==> src/rtl/lab3_serial_pattern_tx.sv <==
// rtl/lab3_serial_pattern_tx.sv - MSB-first serial word transmitter with bit stretch and idle gap
// Drives the single-bit stimulus input of the Lab3 Mealy sequence detector.
module lab3_serial_pattern_tx #(
  parameter int   WIDTH      = 8,
  parameter int   DIV_CYCLES = 1,
  parameter int   GAP_CYCLES = 2,
  parameter logic IDLE_LEVEL = 1'b0
) (
  input  logic             clock,
  input  logic             reset,
  input  logic [WIDTH-1:0] in_data,
  input  logic             in_valid,
  output logic             in_ready,
  output logic             x_out,
  output logic             bit_stb,
  output logic             frame,
  output logic             done
);

  localparam int CW = (DIV_CYCLES > 1) ? $clog2(DIV_CYCLES) : 1;
  localparam int BW = (WIDTH > 1) ? $clog2(WIDTH) : 1;
  localparam int GW = (GAP_CYCLES > 1) ? $clog2(GAP_CYCLES) : 1;

  localparam logic [CW-1:0] CYC_LAST = CW'(DIV_CYCLES - 1);
  localparam logic [BW-1:0] BIT_LAST = BW'(WIDTH - 1);
  localparam logic [GW-1:0] GAP_LAST = (GAP_CYCLES > 0) ? GW'(GAP_CYCLES - 1) : '0;

  typedef enum logic [1:0] {
    ST_IDLE  = 2'd0,
    ST_SHIFT = 2'd1,
    ST_GAP   = 2'd2
  } state_t;

  state_t           state_q, state_d;
  logic [WIDTH-1:0] shift_q, shift_d;
  logic [CW-1:0]    cyc_cnt_q, cyc_cnt_d;
  logic [BW-1:0]    bit_cnt_q, bit_cnt_d;
  logic [GW-1:0]    gap_cnt_q, gap_cnt_d;
  logic             x_out_q, x_out_d;
  logic             bit_stb_q, bit_stb_d;
  logic             frame_q, frame_d;
  logic             done_q, done_d;

  assign in_ready = (state_q == ST_IDLE);
  assign x_out    = x_out_q;
  assign bit_stb  = bit_stb_q;
  assign frame    = frame_q;
  assign done     = done_q;

  always_comb begin
    state_d   = state_q;
    shift_d   = shift_q;
    cyc_cnt_d = cyc_cnt_q;
    bit_cnt_d = bit_cnt_q;
    gap_cnt_d = gap_cnt_q;
    x_out_d   = x_out_q;
    bit_stb_d = 1'b0;
    frame_d   = frame_q;
    done_d    = 1'b0;

    case (state_q)
      ST_IDLE: begin
        x_out_d = IDLE_LEVEL;
        frame_d = 1'b0;
        if (in_valid) begin
          state_d   = ST_SHIFT;
          shift_d   = in_data;
          x_out_d   = in_data[WIDTH-1];
          bit_stb_d = 1'b1;
          frame_d   = 1'b1;
          cyc_cnt_d = '0;
          bit_cnt_d = BIT_LAST;
        end
      end

      ST_SHIFT: begin
        if (cyc_cnt_q == CYC_LAST) begin
          cyc_cnt_d = '0;
          if (bit_cnt_q == '0) begin
            x_out_d = IDLE_LEVEL;
            frame_d = 1'b0;
            if (GAP_CYCLES > 0) begin
              state_d   = ST_GAP;
              gap_cnt_d = '0;
            end else begin
              state_d = ST_IDLE;
              done_d  = 1'b1;
            end
          end else begin
            // Rotating rather than zero-filling keeps every register bit live; the
            // wrapped-around bit is never transmitted.
            bit_cnt_d = bit_cnt_q - 1'b1;
            shift_d   = {shift_q[WIDTH-2:0], shift_q[WIDTH-1]};
            x_out_d   = shift_q[WIDTH-2];
            bit_stb_d = 1'b1;
          end
        end else begin
          cyc_cnt_d = cyc_cnt_q + 1'b1;
        end
      end

      ST_GAP: begin
        x_out_d = IDLE_LEVEL;
        frame_d = 1'b0;
        if (gap_cnt_q == GAP_LAST) begin
          state_d   = ST_IDLE;
          gap_cnt_d = '0;
          done_d    = 1'b1;
        end else begin
          gap_cnt_d = gap_cnt_q + 1'b1;
        end
      end

      default: begin
        state_d = ST_IDLE;
        x_out_d = IDLE_LEVEL;
        frame_d = 1'b0;
      end
    endcase
  end

  always_ff @(posedge clock) begin
    if (!reset) begin
      state_q   <= ST_IDLE;
      shift_q   <= '0;
      cyc_cnt_q <= '0;
      bit_cnt_q <= '0;
      gap_cnt_q <= '0;
      x_out_q   <= IDLE_LEVEL;
      bit_stb_q <= 1'b0;
      frame_q   <= 1'b0;
      done_q    <= 1'b0;
    end else begin
      state_q   <= state_d;
      shift_q   <= shift_d;
      cyc_cnt_q <= cyc_cnt_d;
      bit_cnt_q <= bit_cnt_d;
      gap_cnt_q <= gap_cnt_d;
      x_out_q   <= x_out_d;
      bit_stb_q <= bit_stb_d;
      frame_q   <= frame_d;
      done_q    <= done_d;
    end
  end

endmodule

==> config.mk <==
export PLATFORM = sky130hd
export DESIGN_NAME = lab3_serial_pattern_tx
export DESIGN_NICKNAME = d
export VERILOG_FILES = /design/src/rtl/lab3_serial_pattern_tx.sv
export SDC_FILE = /design/constraint.sdc
export NUM_CORES = 1
export LEC_CHECK = 0
export ABC_AREA = 1
export CAP_MARGIN = 20
export CORE_AREA = 2 2 47 49
export CTS_BUF_LIST = sky130_fd_sc_hd__clkbuf_4
export CTS_CLUSTER_DIAMETER = 200
export DETAILED_ROUTE_END_ITERATION = 8
export DIE_AREA = 0 0 49 51
export PLACE_DENSITY = 0.73
export SLEW_MARGIN = 20
export SYNTH_ARGS = -nofsm -noshare
export SYNTH_HDL_FRONTEND = slang
export SYNTH_SLANG_ARGS = --single-unit
==> constraint.sdc <==
create_clock -name clock -period 1.23 [get_ports clock]
set_input_delay 0.246 -clock clock [delete_from_list [all_inputs] [get_ports clock]]
set_output_delay 0.246 -clock clock [all_outputs]
set_load 0.05 [all_outputs]
After elaboration in Yosys (flattened, before gate mapping)
Cells that the tools add are included.

operators by class
  add/subtract/negate cells = 3
  equality and inequality tests = 7
  multiplexer cells = 30
  reductions and logical operators = 10

operators by type and width
  operator                                                                number
  8-bit two-way mux                                                       3
  8-bit one-hot mux with 2 select lines                                   1
  1-bit two-way mux                                                       12
  2-bit inequality test (second input constant)                           5
  1-bit one-hot mux with 2 select lines                                   5
  3-bit two-way mux                                                       3
  2-bit two-way mux                                                       4
  4-bit AND reduction                                                     2
  2-bit one-hot mux with 3 select lines                                   1
  3-bit one-hot mux with 2 select lines                                   1
  2-bit AND reduction                                                     3
  2-bit nonzero test                                                      2
  3-bit zero test                                                         1
  3-bit AND reduction                                                     1
  3-bit by 1-bit subtractor with 3-bit output (second input constant)     1
  1-bit adder (second input constant)                                     2
  2-bit by 1-bit equality test with 1-bit output (second input constant)  1
  2-bit equality test (second input constant)                             1
  2-bit zero test                                                         1

storage, ports and cells
  flip-flop bits (word level) = 19
  bits of input ports = 11
  output and inout bits = 5
  logic and storage cells = 59

Longest topological paths before layout
Gate-level depths: netlist (run 1).

  depth in word-level cells = 4
  mapped depth = 8
  mapped depth without buffers = 8

Least setup slack after synthesis (run 1)
OpenSTA, ideal clock, no wires.

  path kind = register to register
  from = register bit_cnt_q[0]
  to = register shift_q[7]
  setup time = 113 ps
  arrival = 1238 ps
  required time = 1117 ps
  slack = -121 ps
  cell stages (with the launch flop) = 9
  buffers on the path = 1
  clock period less this slack = 1351 ps
  path through = dfxtp_1 > inv_1 > ha_1 > ha_1 > a21oi_1 > nand2_2 > buf_6 > nor2_1 > nor2_1

between the ends
  word-level cells in the longest chain between the ends = 3

RTL lines
  element                                 line  text
  from (decl)                             37    logic [BW-1:0] bit_cnt_q, bit_cnt_d;
  from (signal assigned)                  137   bit_cnt_q <= bit_cnt_d;
  3-bit zero test                         79    if (bit_cnt_q == '0) begin
  2-bit inequality test (no source line)  -
  4-bit AND reduction (no source line)    -
  to (signal assigned)                    135   shift_q <= shift_d;
  to (decl)                               35    logic [WIDTH-1:0] shift_q, shift_d;

Every way passes these cells.
A chain may end at the register's enable or synchronous reset.

Worst setup path in the final report (run 1)
  from = register bit_cnt_q[0]
  to = register bit_cnt_q[2]

between the ends
  word-level cells in the longest chain between the ends = 4
  elaborated cells on any way between the ends = 7
  those cells by class = add/sub (1); eq/ne (1); mux (3); reduce/logical (2)

RTL lines
  element                                      line  text
  3-bit by 1-bit subtractor with 3-bit output  92    bit_cnt_d = bit_cnt_q - 1'b1;
  3-bit two-way mux                            79
  3-bit two-way mux                            77    if (cyc_cnt_q == CYC_LAST) begin
  3-bit one-hot mux with 2 select lines        61    case (state_q)

Several ways; a longest one is shown, not always the timed one. The select of a mux whose other input is x is not followed.

==> results of run 1 <==
-- final cells by class --
cell class | instances | area, sq um | area share
clock buffers | 3 | 22.5 | 0.0175
multi-input cells | 91 | 533 | 0.414
inverters | 17 | 63.8 | 0.0495
well taps | 28 | 35.0 | 0.0272
flip-flops and latches | 18 | 364 | 0.283
repair buffers | 25 | 270 | 0.210
-- cells in the mapped netlist, drive strengths merged --
library cell / instances
nand4: 3
nand3: 20
nor2: 22
nand2: 34
a21oi: 6
nor3: 1
o21ai: 1
ha: 2
dfxtp: 18
inv: 17
buf: 4
clkbuf: 1
-- what timing repair did --
item / in CTS / in global routing
pin swaps: 1 / 4
gates resized for setup: 7 / 6
buffers inserted: 1 / 2
endpoints found under the setup margin: 13 / 16
endpoints found under the hold margin: 0 / 0
cloned: 1 / 1
-- flip-flops by register name (all words and copies together), names as in the netlist --
signal,cells
done,1
x_out,1
bit_cnt_q,3
bit_stb,1
frame,1
shift_q,8
gap_cnt_q,1
state_q,2
-- worst max-delay path: stages (launching register included) --
cell	delay (ns)
dfxtp_2	0.34
inv_2	0.05
ha_4	0.16
ha_4	0.17
inv_2	0.11
buf_4	0.13
nand4_1	0.09
nand2_1	0.11
a21oi_2	0.03
-- worst paths after layout --
kind	startpoint	end	slack (ns)
setup / recovery	bit_cnt_q[0]	bit_cnt_q[2]	-0.06
hold / removal	gap_cnt_q	gap_cnt_q	0.48
setup reg to reg	bit_cnt_q[0]	bit_cnt_q[2]	-0.06
hold reg to reg	gap_cnt_q	gap_cnt_q	0.48
-- stage by stage --
| stage | hold WS, ns | power, uW | cell area (sq um) | instances | utilization |
|---|---|---|---|---|---|
| final | 0.476 | 2090 | 1290 | 182 | 0.625 |
| after global routing | 0.498 | 2220 | 1290 | 182 | 0.625 |
| after CTS | 0.479 | 2000 | 1240 | 179 | 0.600 |
| after detailed placement | 0.464 | 1660 | 1180 | 174 | 0.571 |
| after global placement | 0.460 | 1630 | 1180 | 174 | 0.571 |
| after floorplan | 0.375 | 1410 | 946 | 129 | - |
-- cells by family (layout without fill, tap and decap cells) --
family	after synthesis	in the layout
AND/OR/NAND/NOR	80	82
buffers and inverters	22	45
flip-flops	18	18
AO/OA/AOI/OAI	7	7
adder cells (fa/ha/maj)	2	2
-- power by group through the flow --
stage / Clock (uW) / Sequential (uW) / Combinational [uW]
after floorplan: 0 / 807 / 605
after global placement: 0 / 778 / 853
after detailed placement: 0 / 785 / 871
after CTS: 291 / 774 / 939
after global routing: 317 / 787 / 1110
final: 290 / 774 / 1020
-- layer usage --
metal | part of all wire | wire [microns] | vias up
met2 | 0.52 | 1070 | 23
li1 | - | - | 461
met3 | 0.037 | 77 | 7
met5 | 0 | 0 | -
met1 | 0.42 | 869 | 419
met4 | 0.022 | 46 | 0
==> metrics.txt, run 1 <==
status=finished with violations; failing checks=setup timing; simple logic cell fraction of the synthesized area=0.407; Slew HR=0.769; global-route wire length before repair=3290 microns; GRT Total Usage=0.171; Compound-Gate Fraction of Synth Area=0.0510; Fillers=195; crit path DAT=1.48 ns; post-layout min period=1.29 ns; #FFs+latches synth=18; pre-CTS setup slack=-0.0974 ns; NetSw=830 uW; Core ar.=2060 sq um; Die H=51 microns; CP Launch Type=register; Die Area=2500 sq um; share of the synthesized area in the top cell type=0.397; Final Max Tran Viols=0; Logic pwr share=0.490; Vias per Instance=5.00; Final period util=1.05; VDD IR max=813 uV; worst skew pair latency=0.30 ns; Clk network pwr share=0.139; layout net count=169; Setup crit end kind=register; RSZ-0062 raised after global routing=true; vias in the first global route=827; grt met2 use=0.306; 1st-pass router iterations=4; met3 GRT Util=0.0351; CTS root buffer=clkbuf_4; Avg Cell Area, Syn=7.03 sq um; Die Wd=49 microns; drt wl/cell=11.3 microns; power per cell area=1620 nW/um^2; HPWL Detailed=1390 microns; commonest non-fill, non-tap cell in the layout=nand2_1; PnR worst setup slack=-0.0578 ns; Worst-Margin Slew=0.346 ns; sw frac=0.398; multiplexer area fraction after synthesis=0; H-tree Lvls=1; 1st-iter DRT viols=30; CP Max Fanout=3; Synth area leaders=dfxtp_1 (40%), nand2_1 (13%), nand3_1 (9.4%); mapped cell area=907 sq um; Ports=16; GR Overflow Total=0; Final Hold Viols=0; largest net degree at the start of global routing=16; hold path depth=2; met1 Usage GRT=0.186; Bufs on Longest Clock Path=2; main combinational cell family by area after synthesis=simple AND/OR/NAND/NOR gates; Netlist cell types=19; via count=910; commonest cells after routing, fill and taps aside=nand2_1 (30), nor2_1 (18), nand3_1 (16), dfxtp_1 (15), inv_1 (13); Hold Path Class=reg -> reg; DRC=0; fraction of layout cells with a size suffix above 1=0.292; Area growth, synth to finish=42.1%; area leader, netlist=dfxtp_1; # port buffers=15; adder-cell share of the synthesized area=0.0276; Synth Warn #=0; syn nets=142; xor/xnor share of the synthesized area=0; CTS tree=built; register area share after synthesis=0.397; setup TNS=-0.416 ns; critical path data required time=1.42 ns; n_diodes=0; hold buffer count at CTS=0; number of max-cap violations=0; GP Congestion=0.790; initial cell density of the core=0.440; count of final setup violators=13; f_max=777 MHz; row count=17; Reg2Reg Depth=8; Syn Inst Count=129; clk_skew=0.00553 ns; initial antenna violation count=0; DRT antenna net count=0; Routed WL=2060 microns; Clock Sinks=18; leakage power=0.000580 uW; Clock Pin Slew Worst Setup and Hold Paths=0.10 ns; kind of critical path=reg -> reg; busiest grt layer=met2; Flop pwr share=0.371; CTS buffer count=3; internal power=1260 uW
Note: power is estimated with default switching activity, not from simulation.
==> run 2: changes to the inputs <==
--- a/config.mk
+++ b/config.mk
@@ -13,7 +13,7 @@
 export DETAILED_ROUTE_END_ITERATION = 8
 export DIE_AREA = 0 0 49 51
 export PLACE_DENSITY = 0.73
-export SLEW_MARGIN = 20
+export SLEW_MARGIN = 30
 export SYNTH_ARGS = -nofsm -noshare
 export SYNTH_HDL_FRONTEND = slang
 export SYNTH_SLANG_ARGS = --single-unit
==> results of run 2 <==
The final DEF is identical to that of run 1; final timing and power are the same.
==> run 3: changes to the inputs <==
--- a/config.mk
+++ b/config.mk
@@ -7,12 +7,13 @@
 export LEC_CHECK = 0
 export ABC_AREA = 1
 export CAP_MARGIN = 20
-export CORE_AREA = 2 2 47 49
-export CTS_BUF_LIST = sky130_fd_sc_hd__clkbuf_4
+export CORE_AREA = 2 2 43 45
+export CTS_BUF_LIST = sky130_fd_sc_hd__clkbuf_4 sky130_fd_sc_hd__clkbuf_8
 export CTS_CLUSTER_DIAMETER = 200
 export DETAILED_ROUTE_END_ITERATION = 8
-export DIE_AREA = 0 0 49 51
-export PLACE_DENSITY = 0.73
+export DIE_AREA = 0 0 45 47
+export PLACE_DENSITY = 0.82
+export SKIP_CTS_REPAIR_TIMING = 1
 export SLEW_MARGIN = 30
 export SYNTH_ARGS = -nofsm -noshare
 export SYNTH_HDL_FRONTEND = slang
==> constraint.sdc (replaced) <==
create_clock -name clock -period 1.6 [get_ports clock]
set_input_delay 0.32 -clock clock [delete_from_list [all_inputs] [get_ports clock]]
set_output_delay 0.32 -clock clock [all_outputs]
set_load 0.05 [all_outputs]
==> run 3 against run 2 <==
The flow now finishes without violations. Final area fell by 14%. Wire length fell by 14%. Clock-buffer cell count rose by 1. Combinational power fell by 43%. Clock power barely moved. Sequential power fell by 25%. Power fell by 30%.
==> metrics.txt, run 3 (synthesized netlist as in run 1, its figures left out) <==
status=finished, final reports clean (was finished with violations); H-tree Lvls=1 (unchanged); VDD IR max=652 uV (was 813 uV); 1st-pass router iterations=5 (was 4); count of final setup violators=0 (was 13); Bufs on Longest Clock Path=2 (unchanged); Setup crit end kind=register (unchanged); leakage power=0.000528 uW (was 0.000580 uW); critical path data required time=1.80 ns (was 1.42 ns); worst path cell trace=inv_1 > ha_1 > ha_1 > a21oi_1 > nand2_2 > nor2_1 > nor2_1 (was inv_2 > ha_4 > ha_4 > inv_2 > buf_4 > nand4_1 > nand2_1 > a21oi_2); Clock Pin Slew Worst Setup and Hold Paths=0.11 ns (was 0.10 ns); RSZ-0062 raised after global routing=false (was true); CP bufs+invs=1 (was 3); row count=15 (was 17); layout net count=160 (was 169); Routed WL=1760 microns (was 2060 microns); slowest CP cell=dfxtp_1 (was dfxtp_2); Core ar.=1650 sq um (was 2060 sq um); Biggest register=shift_q (unchanged); setup TNS=0 ns (was -0.416 ns); Placed Cells=159 (was 174); vias in the first global route=742 (was 827); initial antenna violation count=0 (unchanged); # port buffers=15 (unchanged); CTS root buffer=clkbuf_4 (unchanged); area taken by multi-input logic gates=448 sq um (was 533 sq um); post-layout min period=1.50 ns (was 1.29 ns); drt wl/cell=10.8 microns (was 11.3 microns); number of max-cap violations=0 (unchanged); n_diodes=0 (unchanged); commonest non-fill, non-tap cell in the layout=nand2_1 (unchanged); Area growth, synth to finish=21.5% (was 42.1%); Largest register FFs=8 (unchanged); largest net degree at the start of global routing=16 (unchanged); Final period util=0.937 (was 1.05); CTS buffer count=3 (unchanged); Ports=16 (unchanged); crit path DAT=1.70 ns (was 1.48 ns); Final Hold Viols=0 (unchanged); via count=833 (was 910); GP Congestion=0.842 (was 0.790); DRC=0 (unchanged); final std cells w/o fill=163 (was 182); commonest cells after routing, fill and taps aside=nand2_1 (31), nor2_1 (21), dfxtp_1 (18), nand3_1 (17), inv_1 (16) (was nand2_1 (30), nor2_1 (18), nand3_1 (16), dfxtp_1 (15), inv_1 (13)); Final Max Tran Viols=0 (unchanged); f_max=667 MHz (was 777 MHz); global-route wire length before repair=3020 microns (was 3290 microns); HPWL Detailed=1310 microns (was 1390 microns); DRT antenna net count=0 (unchanged); Largest stage delay, worst path=0.34 ns (about the same); Fillers=146 (was 195); fraction of layout cells with a size suffix above 1=0.158 (was 0.292); Worst-Margin Slew=0.294 ns (was 0.346 ns); kind of critical path=reg -> reg (unchanged); CP Max Fanout=12 (was 3); Crit path max-delay family=adder cells (was flip-flops); worst skew pair latency=0.30 ns (about the same); register area=360 sq um (was 364 sq um); GR Overflow Total=0 (unchanged); initial cell density of the core=0.549 (was 0.440); Die Wd=45 microns (was 49 microns); Die Area=2120 sq um (was 2500 sq um); CTS tree=built (unchanged); power per cell area=1320 nW/um^2 (was 1620 nW/um^2); 1st-iter DRT viols=16 (was 30); Slew HR=0.804 (was 0.769); Clock Sinks=18 (unchanged); GRT Total Usage=0.195 (was 0.171); power consumption=1450 uW (was 2090 uW); clk_skew=0.00658 ns (was 0.00553 ns); CP Launch Type=register (unchanged); Die H=47 microns (was 51 microns); Vias per Instance=5.11 (was 5.00); biggest regs=shift_q (8), bit_cnt_q (3), state_q (2) (unchanged); Hold Path Class=reg -> reg (unchanged)
[run 3: cell count changes in the layout (fill, tap and decap cells not counted), sizes merged]
| cell | delta |
|---|---|
| buf | -7 |
| clkbuf | +1 |
| nand3 | -1 |
| nand2 | -1 |
[run 3: worst min-delay path, stage by stage (launching register included)]
cell	delay, ns
dfxtp_1	0.31
inv_1	0.08
a21oi_2	0.05
[run 3: final cells by class]
class,instances,area share
multi-input cells,89,0.406
repair buffers,18,0.157
clock buffers,4,0.0329
flip-flops and latches,18,0.327
well taps,17,0.0193
inverters,17,0.0579
[run 3: worst paths after layout]
path,slack [ns],start,to,depth (start not counted)
worst max register to register,0.10,bit_cnt_q[0],shift_q[0],7
worst min-delay path,0.48,bit_cnt_q[1],bit_cnt_q[1],2
worst min register to register,0.48,bit_cnt_q[1],bit_cnt_q[1],2
worst max-delay path,0.10,bit_cnt_q[0],shift_q[0],7
[run 3: report_power, final]
part           switching (uW)  internal [uW]  leakage [uW]
clock network             152            139     0.0000210
logic                     361            220      0.000358
registers                48.5            534      0.000149
total                     562            892      0.000528
[run 3: per-layer routing]
| layer | up-vias | part of all wire | global-route usage |
|---|---|---|---|
| met1 | 368 | 0.46 | 0.230 |
| met5 | - | 0 | 0 |
| met2 | 19 | 0.47 | 0.331 |
| met3 | 5 | 0.046 | 0.0423 |
| li1 | 441 | - | - |
| met4 | 0 | 0.016 | 0.106 |
[run 3: metrics by stage]
step                setup slack, ns   util  hold WS, ns  cell area [sq um]
global placement              0.135  0.641        0.460               1060
finish                        0.101  0.667        0.482               1100
detailed placement            0.113  0.641        0.466               1060
global route                 0.0104  0.667        0.503               1100
CTS                          0.0983  0.663        0.481               1090
floorplan                     0.249      -        0.439                907
==> edit, RTL diff (flow settings as in run 1) <==
The parameter `GAP_CYCLES` goes from 2 to 1.
--- a/src/rtl/lab3_serial_pattern_tx.sv
+++ b/src/rtl/lab3_serial_pattern_tx.sv
@@ -4,5 +4,5 @@
   parameter int   WIDTH      = 8,
   parameter int   DIV_CYCLES = 1,
-  parameter int   GAP_CYCLES = 2,
+  parameter int   GAP_CYCLES = 1,
   parameter logic IDLE_LEVEL = 1'b0
 ) (
Check against the original RTL: no difference found for any inputs over 10 cycles, from zero or initial values and one cycle with reset low; that may be too few to reach the edited logic, so the function may still have changed.
==> edit against run 1 <==
The flow still finishes with violations (setup timing). Count of clock-buffer cells in the layout grew 1. Clock power grew 11%. Area after synthesis shrank 9.2%. Sequential cell count shrank 1. Final area shrank 5.0%. First-iteration DRC count shrank 53%. Worst setup slack lost 0.032 ns. Worst hold slack gained 0.029 ns. Power shrank 16%. Clock skew shrank 0.00065 ns. Sequential share of layout area is essentially flat. Routed wire length shrank 1.5%.
==> edit: results (changes against run 1) <==
outcome:
  outcome: "finished, violations left"  # unchanged
  failed_checks: "setup timing"  # unchanged
finish:
  num-nets-final: 161  # was 169
  diodes: 0  # unchanged
  drive_gt1_frac: 0.279  # was 0.292
  fillCellCount: 189  # was 195
  fin_cells: 175  # was 182
worst_setup_path:
  max_stage_delay_ns: 0.34  # about the same
  crit_slowest_cell: "dfxtp_2"  # unchanged
  endpoint: "shift_q[2]"  # was bit_cnt_q[2]
  worstPathMaxFanout: 6  # was 3
  regToRegStartpoint: "bit_cnt_q[0]"  # unchanged
  reg2reg_depth: 7  # was 8
  critPathArrivalTime_ns: 1.51  # was 1.48 ns
drt:
  wl_um: 2030  # was 2060 µm
  drtPass1Iterations: 4  # unchanged
  drtIter0Drc: 14  # was 30
  vias: 842  # was 910
worst_hold_path:
  whs_endpoint: "bit_cnt_q[0]"  # was gap_cnt_q
  min_from: "bit_cnt_q[0]"  # was gap_cnt_q
logic_synthesis:
  syn_area_per_cell_um2: 6.80  # was 7.03 µm²
  synth.area.top_cells: "dfxtp_1 (41%), nand2_1 (14%), nand3_1 (9.7%)"  # was dfxtp_1 (40%), nand2_1 (13%), nand3_1 (9.4%)
  yosysSeqAreaShare: 0.413  # was 0.397
  synth-adder-area-share: 0.0304  # was 0.0276
  synth_compound_area_frac: 0.0304  # was 0.0510
  ys_types: 17  # was 19
  synth_nets: 134  # was 142
  synth_common_cells: "nand2_1 (30), nor2_1 (21), dfxtp_1 (17)"  # was nand2_1 (31), nor2_1 (21), dfxtp_1 (18)
timing:
  tightestPinTransition_ns: 0.254  # was 0.346 ns
  setup_viol: 10  # was 13
  worst_slack_ns: -0.0898  # was -0.0578 ns
  tns_ns: -0.378  # was -0.416 ns
  holdWs_ns: 0.505  # was 0.476 ns
  skew_ns: 0.00489  # was 0.00553 ns
power_and_ir_drop:
  ir_worst_vdd_v: 0.000832  # was 0.000813 V
  netSwitchingFraction: 0.366  # was 0.398
  total_leakage_power_uw: 0.000565  # was 0.000580 µW
  seq_power_uw: 687  # was 774 µW
  clock_power_share: 0.183  # was 0.139
  total_power_uw: 1760  # was 2090 µW
place:
  dpl.hpwl_um: 1260  # was 1390 µm
  gp_congestion: 0.792  # was 0.790
  pre_cts_slack_ns: -0.0741  # was -0.0974 ns
  port_buffers: 15  # unchanged
  dp_cells: 167  # was 174
  place_area_um2: 1110  # was 1180 µm²
clock_network:
  insertion_delay_ns: 0.29
  cts_buffers: 3  # unchanged
  cts_root_buf: "clkbuf_4"  # unchanged
  cts_buffer_depth: 2  # unchanged
  h-tree-depth: 1  # unchanged
  post_cts_buffers: 1  # unchanged
  clk_pin_slew_worst_paths_ns: 0.10  # about the same
  ctsResizeCount: 5  # was 7
global_routing:
  grt_pass1_vias: 743  # was 827
  grt_pass1_wl_um: 3370  # was 3290 µm
  grt_max_degree: 11  # was 16
  grt.total_usage: 0.176  # was 0.171
-- edit: cell count changes after synthesis, sizes merged --
cell,run 1,this run
nand3,20,17
dfxtp,18,17
a21oi,6,4
nor3,1,2
nand2,34,33
inv,17,15
-- edit: layer usage --
layer / global-route usage / vias to the layer above / part of all wire
met4: 0.0857 / 0 / 0.018
met5: 0 / - / 0
met1: 0.228 / 383 / 0.43
met3: 0.0322 / 5 / 0.042
li1: - / 433 / -
met2: 0.285 / 21 / 0.51
-- edit: critical path: cells and delay by family (launching register included) --
family | cells | cell delay [ns]
adder cells (fa/ha/maj) | 2 | 0.33
flip-flops | 1 | 0.34
AO/OA/AOI/OAI | 1 | 0.18
AND/OR/NAND/NOR | 3 | 0.32
buffers and inverters | 1 | 0.05
-- edit: layout make-up --
type,count,area (µm²),share of cell area
multi-input cells,86,475,0.388
flip-flops and latches,17,347,0.283
repair buffers,25,279,0.228
inverters,15,58.8,0.0480
well taps,28,35.0,0.0286
clock buffers,4,30.0,0.0245
